File: src/rtl/vga_timing_gen.sv
// vga_timing_gen -- parametrised raster timing generator.
//
// Walks a horizontal/vertical counter pair over the full raster (active area
// plus porches and sync) on a single clock qualified by a pixel enable. From
// the counter state it registers the (optionally down-scaled) pixel position
// used to address screen RAM / character ROM, plus display-enable and sync
// outputs that are delayed by PIPE extra cycles to line up with the memory
// read latency.
//
// Optional feature: define VGA_TIMING_GEN_IRQ_EN to build the vertical-blank
// interrupt flag. Without it, irq is tied low and irq_ack is ignored.
//
// Ports:
//   clk, rst_n        system clock, asynchronous active-low reset
//   en                pixel-clock enable; all state advances only when high
//   scale             0: 1x, 1: 2x, 2/3: 4x; latched at the start of a frame
//   posx, posy        scaled position, 0 outside the visible area
//   active            position is visible (same stage as posx/posy)
//   de_o, h_sync_o,
//   v_sync_o          display enable and syncs, PIPE cycles after posx
//   line_start        pulse at the first pixel of each line (gated by en)
//   frame_start       pulse at the first pixel of each frame (gated by en)
//   irq, irq_ack      vertical-blank flag and its clear strobe
module vga_timing_gen #(
    parameter int   H_ACTIVE = 640,
    parameter int   H_FP     = 16,
    parameter int   H_SYNC   = 96,
    parameter int   H_BP     = 48,
    parameter int   V_ACTIVE = 480,
    parameter int   V_FP     = 10,
    parameter int   V_SYNC   = 2,
    parameter int   V_BP     = 33,
    parameter logic HS_POL   = 1'b0,
    parameter logic VS_POL   = 1'b0,
    parameter int   PIPE     = 2,
    parameter int   CW       = 11
) (
    input  logic          clk,
    input  logic          rst_n,
    input  logic          en,
    input  logic [1:0]    scale,
    output logic [CW-1:0] posx,
    output logic [CW-1:0] posy,
    output logic          active,
    output logic          de_o,
    output logic          h_sync_o,
    output logic          v_sync_o,
    output logic          line_start,
    output logic          frame_start,
    output logic          irq,
    input  logic          irq_ack
);

    localparam int H_TOTAL = H_ACTIVE + H_FP + H_SYNC + H_BP;
    localparam int V_TOTAL = V_ACTIVE + V_FP + V_SYNC + V_BP;

    localparam logic [CW-1:0] H_LAST   = CW'(H_TOTAL - 1);
    localparam logic [CW-1:0] V_LAST   = CW'(V_TOTAL - 1);
    localparam logic [CW-1:0] H_VIS    = CW'(H_ACTIVE);
    localparam logic [CW-1:0] V_VIS    = CW'(V_ACTIVE);
    localparam logic [CW-1:0] HS_START = CW'(H_ACTIVE + H_FP);
    localparam logic [CW-1:0] HS_END   = CW'(H_ACTIVE + H_FP + H_SYNC);
    localparam logic [CW-1:0] VS_START = CW'(V_ACTIVE + V_FP);
    localparam logic [CW-1:0] VS_END   = CW'(V_ACTIVE + V_FP + V_SYNC);

    // Pipeline word layout: {de, hsync, vsync}; idle is blank with syncs off.
    localparam logic [2:0] IDLE = {1'b0, ~HS_POL, ~VS_POL};

    logic [CW-1:0] h_cnt, v_cnt;
    logic [1:0]    shift;          // latched scale as a shift amount 0..2
    logic          ls_q, fs_q;
    logic          at_line, at_frame, vis, hs_now, vs_now;
    logic [PIPE:0][2:0] pipe;

    always_comb begin
        at_line  = (h_cnt == '0);
        at_frame = at_line && (v_cnt == '0);
        vis      = (h_cnt < H_VIS) && (v_cnt < V_VIS);
        hs_now   = ((h_cnt >= HS_START) && (h_cnt < HS_END)) ? HS_POL : ~HS_POL;
        // v_cnt only moves when h_cnt wraps to 0, so vsync edges land there.
        vs_now   = ((v_cnt >= VS_START) && (v_cnt < VS_END)) ? VS_POL : ~VS_POL;
    end

    always_ff @(posedge clk or negedge rst_n) begin
        if (!rst_n) begin
            h_cnt <= '0;
            v_cnt <= '0;
        end else if (en) begin
            if (h_cnt == H_LAST) begin
                h_cnt <= '0;
                v_cnt <= (v_cnt == V_LAST) ? '0 : v_cnt + 1'b1;
            end else begin
                h_cnt <= h_cnt + 1'b1;
            end
        end
    end

    // Scale is taken only at the first pixel of a frame. That pixel itself
    // still uses the old shift, which is harmless since its position is 0.
    always_ff @(posedge clk or negedge rst_n) begin
        if (!rst_n) begin
            shift <= 2'd0;
        end else if (en && at_frame) begin
            shift <= (scale == 2'd0) ? 2'd0 : (scale == 2'd1) ? 2'd1 : 2'd2;
        end
    end

    always_ff @(posedge clk or negedge rst_n) begin
        if (!rst_n) begin
            posx   <= '0;
            posy   <= '0;
            active <= 1'b0;
            ls_q   <= 1'b0;
            fs_q   <= 1'b0;
        end else if (en) begin
            posx   <= vis ? (h_cnt >> shift) : '0;
            posy   <= vis ? (v_cnt >> shift) : '0;
            active <= vis;
            ls_q   <= at_line;
            fs_q   <= at_frame;
        end
    end

    // pipe[0] is the same stage as posx; pipe[PIPE] drives the outputs.
    always_ff @(posedge clk or negedge rst_n) begin
        if (!rst_n) begin
            for (int i = 0; i <= PIPE; i++) pipe[i] <= IDLE;
        end else if (en) begin
            pipe[0] <= {vis, hs_now, vs_now};
            for (int i = 1; i <= PIPE; i++) pipe[i] <= pipe[i-1];
        end
    end

    assign de_o     = pipe[PIPE][2];
    assign h_sync_o = pipe[PIPE][1];
    assign v_sync_o = pipe[PIPE][0];

    // Pulses are qualified by en so a held register never reads as a second
    // pulse while the pixel clock is paused.
    assign line_start  = ls_q & en;
    assign frame_start = fs_q & en;

`ifdef VGA_TIMING_GEN_IRQ_EN
    // Set on entering the first blank line; ack is honoured every clock,
    // but a coincident set takes priority.
    always_ff @(posedge clk or negedge rst_n) begin
        if (!rst_n) begin
            irq <= 1'b0;
        end else if (en && at_line && (v_cnt == V_VIS)) begin
            irq <= 1'b1;
        end else if (irq_ack) begin
            irq <= 1'b0;
        end
    end
`else
    logic unused_irq_ack;
    assign unused_irq_ack = irq_ack;
    assign irq            = 1'b0;
`endif

endmodule

File: config.mk
export PLATFORM = sky130hd
export DESIGN_NAME = vga_timing_gen
export DESIGN_NICKNAME = d
export VERILOG_FILES = /design/src/rtl/vga_timing_gen.sv
export SDC_FILE = /design/constraint.sdc
export NUM_CORES = 1
export LEC_CHECK = 0
export BUFFER_PORTS_ARGS = -buffer_cell sky130_fd_sc_hd__buf_2
export CAP_MARGIN = 10
export CORE_MARGIN = 4
export CORE_UTILIZATION = 30
export DETAILED_ROUTE_END_ITERATION = 7
export PLACE_DENSITY = 0.55
export SLEW_MARGIN = 20
export SYNTH_ARGS = -nofsm -noshare
export SYNTH_HDL_FRONTEND = slang
export SYNTH_SLANG_ARGS = --single-unit
File: constraint.sdc
create_clock -name clk -period 2.1 [get_ports clk]
set_input_delay 0.42 -clock clk [delete_from_list [all_inputs] [get_ports clk]]
set_output_delay 0.42 -clock clk [all_outputs]
set_load 0.02 [all_outputs]
==> impl_metrics.yaml <==
timing:
  max_freq_ghz: 0.518
  skew_ps: 7.25
  rsz0062_at_grt: "no"
  hold_ws_ps: 323
  tns_ps: 0
  timing.slew.headroom_pct: 51.3
  finalHoldViolCount: 0
  period_minus_slack_ps: 1930
  fin_ws_ps: 171
  setup_viol: 0
  worst_pin_slew_ps: 730
  drv_slew: 0
  finalCritPeriodShare_pct: 91.8
placed_design:
  io_buffers: 32
  preCtsSetupSlack_ps: 143
  gp_congestion: 0.813
  dpl.hpwl_um: 4680
global_routing:
  grt_pass1_vias: 2119
  antenna_found_initial: 0
  overflow: 0
  grt_usage_pct: 12.0
  grt_max_degree: 29
  grt_first_pass_wirelength_um: 10800
routing:
  drc: 0
  vias: 2163
  drtAntennaViolNets: 0
  wirelength_um: 6420
  vias_per_cell: 4.74
  routedWlPerCell_um: 14.1
  drtIter0Drc: 91
  first_pass_iters: 4
yosys:
  synthArstFlopShare_pct: 100
  ys_ff_latch: 57
  syn_inst: 278
  syn-num-nets: 288
  yosys.cell_types.count: 46
  avgSynthCellArea_um2: 10.7
  synth_top_area_share_pct: 42.8
  yosysSeqAreaShare_pct: 48.1
  synth_edf_count: 0
  synthTopCellsByArea: "dfrtp_1 (43%), dfstp_2 (5.3%), mux4_2 (5.3%)"
  yosys.area.top_type: "dfrtp_1"
  yosysWarnings: 0
  synthFlopType: "dfrtp_1"
  synth.cell_area_mm2: 0.00298
floorplan:
  die_h_um: 108
  ios: 35
  die_area_mm2: 0.0116
  die_x_um: 108
  rows: 36
  core_area_mm2: 0.00973
  start_util_pct: 30.6
worst_hold_path:
  min_to: "shift[1]$_DFFE_PN0P_"
  min_from: "scale[1]"
  hold_path.class: "input port to register"
  whs_path_depth: 2
clock_tree:
  cts_tree: "yes"
  path_clk_slew_ps: 60
  cts_sinks: 57
  cts_buffers: 9
  clock_latency_ps: 350
  h-tree-depth: 3
  root_buffer: "clkbuf_8"
  clock_path_buffers: 2
worst_setup_path:
  required_ps: 2330
  arrival_ps: 2160
  startpoint: "h_cnt[6]$_DFFE_PN0P_"
  start_kind: "register"
  reg2reg_from: "h_cnt[6]$_DFFE_PN0P_"
  critPathCaptureType: "register"
  crit_type: "register to register"
  crit_fanout: 8
  r2r-end: "v_cnt[10]$_DFFE_PN0P_"
  worst-r2r-cell-count: 4
  r2r_slack_ps: 170
power_and_ir_drop:
  vdd_drop_max_v: 0.000353
  power.leakage_uw: 0.00164
  power_uw: 2980
  power_density_mw_per_mm2: 821
final_layout:
  n_fill_cell: 951
  final_common_cell: "dfrtp_1"
  syn_to_final_growth_pct: 21.7
  final_cell_mix: "dfrtp_1 (51), buf_2 (32), inv_1 (21), buf_4 (19), o2bb2ai_1 (16)"
  layout.nets: 328
  drive_gt1_share_pct: 30.0
  diodes: 0
  final_util_pct: 37.3
outcome:
  status: "finished, final reports clean"
run:
  cap_violations: 0
## state kept, by name, indices dropped and copies added (netlist names)
name	count
active	1
h_sync_o	1
fs_q	1
v_cnt	11
de_o	1
posx	11
v_sync_o	1
pipe	5
posy	11
shift	2
ls_q	1
h_cnt	11
## cell usage after synthesis (4+ instances only)
cell type and count:
a21oi_1 6, and3_1 5, clkbuf_1 16, dfrtp_1 51, dfstp_2 6, ha_1 4, inv_1 21, mux2_2 11
mux2i_1 11, mux4_2 7, nand2_1 12, nand3_1 11, nand4_1 7, nor2_1 14, nor2b_1 8, o21ai_0 11
o2bb2ai_1 16, o31ai_1 4, xnor2_1 7
## worst max-delay path, cell delays in order (launching register included)
cell,delay [ps]
dfrtp_1,480
or4_4,550
nor3_4,320
nand4_1,140
mux2_1,320
## metal layers
metal	part of all wire (%)	GRT usage [%]	wire (um)
met2	47	18.9	2990
met1	48	15.7	3090
met4	2.1	5.41	137
met5	0	0	0
met3	3.1	2.88	201
## final cells by class
type / count / area, um2 / area share (%)
clock buffers: 14 / 173 / 4.76
inverters: 22 / 82.6 / 2.28
flip-flops and latches: 57 / 1430 / 39.5
clock inverters: 2 / 60.1 / 1.66
repair buffers: 54 / 353 / 9.73
multi-input cells: 174 / 1360 / 37.4
well taps: 133 / 166 / 4.59
## cells by family after synthesis
group	synth area share, %
adders and majority gates	1.68
and+or+nand+nor	15.0
other	0.126
DFF	48.1
muxes	13.5
AOI/OAI and AO/OA	12.1
buffers and inverters	6.55
xor gates and xnor gates	2.94
## where the power goes
group,internal [uW],switching [uW]
Clock,767,434
Sequential,1200,141
Combinational,195,242
## how the worst max path moves through the flow
| stage | end | slack [ps] | cells past startpoint |
|---|---|---|---|
| 4_1_cts | shift[1]$_DFFE_PN0P_ | 120 | 7 |
| 5_1_grt | shift[1]$_DFFE_PN0P_ | 10 | 7 |
| 6_report | v_cnt[10]$_DFFE_PN0P_ | 170 | 4 |
| 3_5_place_dp | shift[1]$_DFFE_PN0P_ | 140 | 7 |
| 3_3_place_gp | shift[1]$_DFFE_PN0P_ | 160 | 7 |
| 2_1_floorplan | v_cnt[10]$_DFFE_PN0P_ | 310 | 5 |
## what timing repair did
| item | CTS | global route |
|---|---|---|
| endpoints found under the setup margin | 0 | 2 |
| hold endpoints to repair | 12 | 0 |
| hold buffers | 1 | 0 |
| resized for setup | 0 | 1 |
| setup buffers | 0 | 0 |
## metrics by stage
| step | instance area [um2] | cells |
|---|---|---|
| 2_1_floorplan | 2980 | 278 |
| 3_3_place_gp | 3380 | 439 |
| 3_5_place_dp | 3380 | 439 |
| 4_1_cts | 3620 | 456 |
| 5_1_grt | 3630 | 456 |
| 6_report | 3630 | 456 |
(Power assumes the default switching activity.)
